`src/rtl/clip_pkg.sv`:
```
// Shared types and helpers for the clip controller.
package clip_pkg;

  typedef enum logic [1:0] {IDLE, RECORD, PLAY} clip_state_e;

  // Display code for "no clip": the 7-segment driver blanks on this value.
  localparam logic [3:0] CLIP_NONE = 4'hF;

  // Advance the clip selection, wrapping after the last slot.
  function automatic logic [3:0] next_clip(input logic [3:0] sel, input int unsigned num);
    return (sel == 4'(num - 1)) ? 4'd0 : sel + 4'd1;
  endfunction

endpackage

```
`src/rtl/button_debouncer.sv`:
```
// Button conditioning: 2-FF synchroniser, stable-level counter and rising-edge pulse.
module button_debouncer #(
  parameter int unsigned DEBOUNCE_CYCLES = 1000000
) (
  input  logic clock_i,
  input  logic reset_i,
  input  logic btn_i,
  output logic press_o
);

  localparam int unsigned CntW = (DEBOUNCE_CYCLES > 1) ? $clog2(DEBOUNCE_CYCLES) : 1;
  localparam logic [CntW-1:0] CntLast = CntW'(DEBOUNCE_CYCLES - 1);

  logic            sync1_q, sync2_q;
  logic            level_q, level_d;
  logic            seen_q, press_q;
  logic [CntW-1:0] cnt_q, cnt_d;

  // Count consecutive synchronised samples that disagree with the accepted level.
  always_comb begin
    level_d = level_q;
    cnt_d   = '0;
    if (sync2_q != level_q) begin
      if (cnt_q == CntLast) begin
        level_d = sync2_q;
      end else begin
        cnt_d = cnt_q + CntW'(1);
      end
    end
  end

  // Synchroniser, debounce state and registered edge pulse.
  always_ff @(posedge clock_i or posedge reset_i) begin
    if (reset_i) begin
      sync1_q <= 1'b0;
      sync2_q <= 1'b0;
      level_q <= 1'b0;
      cnt_q   <= '0;
      seen_q  <= 1'b0;
      press_q <= 1'b0;
    end else begin
      sync1_q <= btn_i;
      sync2_q <= sync1_q;
      level_q <= level_d;
      cnt_q   <= cnt_d;
      seen_q  <= level_q;
      press_q <= level_q & ~seen_q;
    end
  end

  assign press_o = press_q;

endmodule

```
`src/rtl/clip_controller.sv`:
```
// Clip controller: button handling, clip selection and the record/play state machine.
module clip_controller
  import clip_pkg::*;
#(
  parameter int unsigned NUM_CLIPS       = 3,
  parameter int unsigned CLIP_ADDR_WIDTH = 16,
  parameter int unsigned DEBOUNCE_CYCLES = 1000000
) (
  input  logic                         clock_i,
  input  logic                         reset_i,
  input  logic                         btn_record_i,
  input  logic                         btn_play_i,
  input  logic                         btn_next_i,
  input  logic                         sample_tick_i,
  output logic [3:0]                   play_clip_o,
  output logic [3:0]                   record_clip_o,
  output logic [3:0]                   selected_o,
  output logic [NUM_CLIPS-1:0]         clip_valid_o,
  output logic [4+CLIP_ADDR_WIDTH-1:0] mem_addr_o,
  output logic                         mem_we_o
);

  localparam int unsigned AddrW = CLIP_ADDR_WIDTH;
  localparam int unsigned LenW  = CLIP_ADDR_WIDTH + 1;
  localparam logic [AddrW-1:0] AddrMax = '1;

  logic record_press, play_press, next_press;

  clip_state_e                     state_q, state_d;
  logic [3:0]                      sel_q, sel_d;
  logic [AddrW-1:0]                addr_q, addr_d;
  logic [NUM_CLIPS-1:0]            valid_q, valid_d;
  logic [NUM_CLIPS-1:0][LenW-1:0]  len_q, len_d;
  logic [3:0]                      play_clip_q, play_clip_d;
  logic [3:0]                      record_clip_q, record_clip_d;
  logic [4+AddrW-1:0]              mem_addr_q, mem_addr_d;
  logic                            mem_we_q, mem_we_d;

  logic [NUM_CLIPS-1:0]            sel_hot;
  logic                            sel_valid;
  logic [LenW-1:0]                 sel_len;
  logic [LenW-1:0]                 written;

  button_debouncer #(.DEBOUNCE_CYCLES(DEBOUNCE_CYCLES)) u_dbnc_record (
    .clock_i (clock_i),
    .reset_i (reset_i),
    .btn_i   (btn_record_i),
    .press_o (record_press)
  );

  button_debouncer #(.DEBOUNCE_CYCLES(DEBOUNCE_CYCLES)) u_dbnc_play (
    .clock_i (clock_i),
    .reset_i (reset_i),
    .btn_i   (btn_play_i),
    .press_o (play_press)
  );

  button_debouncer #(.DEBOUNCE_CYCLES(DEBOUNCE_CYCLES)) u_dbnc_next (
    .clock_i (clock_i),
    .reset_i (reset_i),
    .btn_i   (btn_next_i),
    .press_o (next_press)
  );

  // Next-state logic for the record/play FSM, clip bookkeeping and registered outputs.
  always_comb begin
    state_d    = state_q;
    sel_d      = sel_q;
    addr_d     = addr_q;
    valid_d    = valid_q;
    len_d      = len_q;
    mem_addr_d = mem_addr_q;
    mem_we_d   = 1'b0;
    sel_hot    = '0;
    sel_valid  = 1'b0;
    sel_len    = '0;

    for (int n = 0; n < NUM_CLIPS; n++) begin
      if (sel_q == 4'(n)) begin
        sel_hot[n] = 1'b1;
        sel_valid  = valid_q[n];
        sel_len    = len_q[n];
      end
    end

    // Samples stored so far, including one written on this cycle's tick.
    written = {1'b0, addr_q} + {{AddrW{1'b0}}, sample_tick_i};

    unique case (state_q)
      IDLE: begin
        // Starting a record or playback takes priority over a selection change.
        if (record_press) begin
          state_d = RECORD;
          addr_d  = '0;
          valid_d = valid_q & ~sel_hot;
        end else if (play_press && sel_valid) begin
          state_d = PLAY;
          addr_d  = '0;
        end else if (next_press) begin
          sel_d = next_clip(sel_q, NUM_CLIPS);
        end
      end
      RECORD: begin
        if (sample_tick_i) begin
          mem_we_d   = 1'b1;
          mem_addr_d = {sel_q, addr_q};
          if (addr_q != AddrMax) addr_d = addr_q + AddrW'(1);
        end
        if (record_press || (sample_tick_i && addr_q == AddrMax)) begin
          state_d = IDLE;
          for (int n = 0; n < NUM_CLIPS; n++) begin
            if (sel_hot[n]) begin
              len_d[n]   = written;
              valid_d[n] = (written != '0);
            end
          end
        end
      end
      PLAY: begin
        if (sample_tick_i) begin
          mem_addr_d = {sel_q, addr_q};
          if ({1'b0, addr_q} == sel_len - LenW'(1)) begin
            state_d = IDLE;
          end else begin
            addr_d = addr_q + AddrW'(1);
          end
        end
        if (play_press) state_d = IDLE;
      end
      default: state_d = IDLE;
    endcase

    play_clip_d   = (state_d == PLAY)   ? sel_d : CLIP_NONE;
    record_clip_d = (state_d == RECORD) ? sel_d : CLIP_NONE;
  end

  // State and output registers; reset also discards any recording in progress.
  always_ff @(posedge clock_i or posedge reset_i) begin
    if (reset_i) begin
      state_q       <= IDLE;
      sel_q         <= '0;
      addr_q        <= '0;
      valid_q       <= '0;
      len_q         <= '0;
      play_clip_q   <= CLIP_NONE;
      record_clip_q <= CLIP_NONE;
      mem_addr_q    <= '0;
      mem_we_q      <= 1'b0;
    end else begin
      state_q       <= state_d;
      sel_q         <= sel_d;
      addr_q        <= addr_d;
      valid_q       <= valid_d;
      len_q         <= len_d;
      play_clip_q   <= play_clip_d;
      record_clip_q <= record_clip_d;
      mem_addr_q    <= mem_addr_d;
      mem_we_q      <= mem_we_d;
    end
  end

  assign play_clip_o   = play_clip_q;
  assign record_clip_o = record_clip_q;
  assign selected_o    = sel_q;
  assign clip_valid_o  = valid_q;
  assign mem_addr_o    = mem_addr_q;
  assign mem_we_o      = mem_we_q;

endmodule
```
`config.mk`:
```
export PLATFORM = sky130hd
export DESIGN_NAME = clip_controller
export DESIGN_NICKNAME = d
export VERILOG_FILES = /design/src/rtl/clip_pkg.sv /design/src/rtl/button_debouncer.sv /design/src/rtl/clip_controller.sv
export SDC_FILE = /design/constraint.sdc
export NUM_CORES = 1
export LEC_CHECK = 0
export ABC_AREA = 1
export ABC_CLOCK_PERIOD_IN_PS = 8500
export BUFFER_PORTS_ARGS = -buffer_cell sky130_fd_sc_hd__buf_2
export CELL_PAD_IN_SITES_DETAIL_PLACEMENT = 0
export CELL_PAD_IN_SITES_GLOBAL_PLACEMENT = 2
export CORE_ASPECT_RATIO = 1.5
export CORE_MARGIN = 2
export CORE_UTILIZATION = 40
export CTS_CLUSTER_SIZE = 24
export DETAILED_ROUTE_END_ITERATION = 8
export GPL_TIMING_DRIVEN = 0
export PLACE_DENSITY = 0.87
export SYNTH_ARGS = -nofsm -noshare
export SYNTH_HDL_FRONTEND = slang
export SYNTH_SLANG_ARGS = --single-unit
export TNS_END_PERCENT = 10
```
`constraint.sdc`:
```
create_clock -name clock_i -period 8.5 [get_ports clock_i]
set_clock_uncertainty 0.2 [all_clocks]
set_input_delay 0.85 -clock clock_i [delete_from_list [all_inputs] [get_ports clock_i]]
set_output_delay 0.85 -clock clock_i [all_outputs]
set_load 0.02 [all_outputs]
```
==> run_results.csv <==
group,metric,value,unit
status,status,"completed",
final_layout,regArea,4514,µm²
final_layout,syn_to_final_growth,13.60,%
setup_path,endpoint_kind,"flip-flop",
power,cellPowerDensity,199.0,nW/µm²
sta,setup_viol,0,
power,p_int,1.519,mW
grt,grtUsageTotal,20.64,%
floorplan,pin_count,42,
synth,synth-seq-cells,180,
final_layout,diodes,0,
placed_design,place_congestion,0.8475,
sta,worstMarginPinSlew,0.6370,ns
drt,drc,0,
placed_design,io_buffer_count,41,
clock_network,numCtsBuffers,17,
final_layout,multi_input_area,4156,µm²
power,leakagePower,5.026,nW
clock_network,path_clk_slew,0.07,ns
power,peakVddDrop,0.1381,mV
job,drv_cap,0,
sta,tns,0,ns
drt,post_drt_via_cell_ratio,4.882,
synth,synthArstFlopShare,100.0,%
power,power_frac_comb,15.1,%
placed_design,hpwlAfterDp,18360,µm
power,power_frac_clock,40.7,%
final_layout,fillers,2331,
clock_network,cts_resized,0,
setup_path,cp.required,8.62,ns
drt,wire_per_inst,15.53,µm
sta,final-max-slew-violation-count,0,
drt,vias,7596,
final_layout,nNetsFinal,1245,
clock_network,clock_latency,0.45,ns
floorplan,die_y,191.8,µm
clock_network,clk_path_buf_depth,2,
drt,dr.pass1.iters,7,
floorplan,dieArea,24780,µm²
setup_path,crit_type,"flip-flop to flip-flop",
power,switchingPower,0.6070,mW
drt,routed_wl,24160,µm
final_layout,drive_above_1_share,12.73,%
synth,synth_warnings,0,
floorplan,die_w,129.2,µm
floorplan,start_util,40.79,%
sta,rsz0062_at_grt,"false",
placed_design,post-place-ws,4.723,ns
sta,hold_viol_final,0,
clock_network,htree_levels,4,
clock_network,cts.sinks,180,
sta,slew_headroom,57.53,%
synth,synthesis.nets,1184,
floorplan,core_area,23060,µm²
synth,ys_seq_area_share,48.00,%
setup_path,worst_ep_arrival_time,3.61,ns
grt,antenna_found_initial,0,
grt,grt_max_degree,94,
setup_path,worstPathMaxFanout,10,
drt,drt-initial-drc-count,295,
synth,syn_area,9404,µm²
floorplan,std_cell_rows,68,
worst_hold_path,holdCritPathClass,"flip-flop to flip-flop",
clock_network,ctsHoldBuffers,0,
clock_network,cts_tree,"built",
synth,avgSynthCellArea,8.058,µm²
sta,min_period_over_period,41.09,%
synth,syn_inst,1167,
synth,synthFlopType,"dfrtp_1",
setup_path,critPathLaunchType,"flip-flop",
power,sw_frac_of_total,28.55,%
grt,overflow,0,
clock_network,cts_setup_buffers,0,
sta,setup_ws,5.007,ns
sta,min_period,3.493,ns
synth,ys_types,41,
grt,grt_pass1_wl,39250,µm
clock_network,cts-root-buf,"clkbuf_16",
grt,grt_pass1_vias,7557,
synth,synth_edf_count,0,
power,sequentialPowerShare,44.1,%
sta,max_freq,286.3,MHz
drt,antenna_left,0,
[sequential cells by signal, indices dropped and copies added, names as in the netlist, 2 cells and up]
| signal | flops |
|---|---|
| record_clip_o | 4 |
| play_clip_o | 4 |
| mem_addr_o | 20 |
| u_dbnc_play.cnt_q | 20 |
| len_q | 51 |
| clip_valid_o | 3 |
| addr_q | 16 |
| u_dbnc_next.cnt_q | 20 |
| selected_o | 4 |
| u_dbnc_record.cnt_q | 20 |
| state_q | 2 |
[logic make-up (layout without fill, tap and decap cells)]
family                     Yosys count  in the layout  synth area share, %
adders and majority gates           11             11                1.464
AOI/OAI and AO/OA                  148            148                8.981
and+or+nand+nor                    599            599                28.65
xor gates and xnor gates            51             51                4.750
buffers and inverters              175            249                7.797
muxes                                3              3               0.3592
DFF                                180            180                48.00
[worst max-delay path, cell delays in order (launching register included)]
cell	delay (ns)
dfrtp_1	0.45
ha_1	0.24
inv_1	0.08
nor2_2	0.25
nand2_1	0.13
nor2_1	0.18
inv_1	0.09
nor2_1	0.24
a21oi_1	0.12
or2_1	0.29
nor2_2	0.38
inv_2	0.20
clkbuf_1	0.31
nand2_1	0.11
o21ai_0	0.09
[power groups by stage]
stage	clock network (mW)	registers (mW)	logic (mW)
global placement	0	0.955	0.324
CTS	0.884	0.939	0.329
floorplan	0	0.985	0.186
finish	0.866	0.939	0.322
global route	0.919	0.945	0.363
detailed placement	0	0.955	0.328
[final timing paths]
check | from | end | slack, ns | depth (start not counted)
max reg2reg | addr_q[0] | len_q[36] | 5.01 | 14
min | u_dbnc_record.sync1_q | u_dbnc_record.sync2_q | 0.15 | 0
max in group asynchronous | reset_i | len_q[2] | 6.92 | 3
min in group asynchronous | reset_i | u_dbnc_record.cnt_q[15] | 0.27 | 2
min reg2reg | u_dbnc_record.sync1_q | u_dbnc_record.sync2_q | 0.15 | 0
max | addr_q[0] | len_q[36] | 5.01 | 14
[area by class of cell]
cell class | count | area share, %
Buffer | 24 | 1.558
Multi-Input combinational cell | 812 | 38.91
Sequential cell | 180 | 42.26
Clock buffer | 20 | 4.275
Tap cell | 315 | 3.689
Timing Repair Buffer | 42 | 2.179
Inverter | 151 | 5.376
Clock inverter | 12 | 1.757
[cell usage after synthesis, types with 2 or more instances]
library cell / instances / share of area, %
buf_6: 9 / 1.1
a21oi_4: 2 / 0.35
nor3_1: 34 / 1.8
dfrtp_1: 172 / 46
mux2_2: 3 / 0.36
xor2_1: 43 / 4.0
clkbuf_1: 10 / 0.40
nand2_1: 264 / 11
o21ai_2: 15 / 1.4
inv_2: 6 / 0.24
nand2_2: 2 / 0.13
nor4_1: 10 / 0.67
nand3_2: 13 / 1.4
nor2_1: 122 / 4.9
o21ai_0: 85 / 4.5
o21ai_1: 5 / 0.27
a21oi_1: 33 / 1.8
dfstp_2: 8 / 2.2
nand3_1: 102 / 5.4
and2_1: 2 / 0.13
ha_1: 11 / 1.5
nor2_2: 12 / 0.80
nor2_4: 6 / 0.72
nand4_1: 27 / 1.8
inv_1: 145 / 5.8
xnor2_1: 8 / 0.75
buf_2: 4 / 0.21
[through the flow]
step | cell area, µm² | instances | power, mW | utilization [%] | hold WS (ns)
after floorplan | 9404 | 1167 | 1.170 | - | 0.1312
after global placement | 10000 | 1523 | 1.279 | 43.39 | 0.1349
after detailed placement | 10040 | 1524 | 1.283 | 43.54 | 0.1355
after CTS | 10680 | 1556 | 2.152 | 46.33 | 0.1512
after global routing | 10680 | 1556 | 2.228 | 46.33 | 0.1585
final | 10680 | 1556 | 2.126 | 46.33 | 0.1482
[layout by cell type, fill, tap and decap left out, drive strengths merged, types with 2 or more instances in the layout]
master,instances
o21ai,105
ha,11
or2,2
xnor2,8
nor4,10
dfrtp,172
nor3,34
nand3,115
nand4,27
xor2,43
nand2,266
dfstp,8
bufinv,4
buf,56
mux2,3
inv,156
nor2,140
and2,3
a21oi,35
clkbuf,30
clkinvlp,2
[layer usage]
| metal | GRT usage, % | part of all wire (%) | vias to the layer above |
|---|---|---|---|
| met3 | 3.538 | 2.1 | 24 |
| met2 | 38.83 | 55 | 66 |
| met1 | 23.49 | 41 | 3616 |
| met5 | 0 | 0 | - |
| li1 | - | - | 3890 |
| met4 | 6.229 | 1.9 | 0 |
Power figures use the tool's default switching activity.
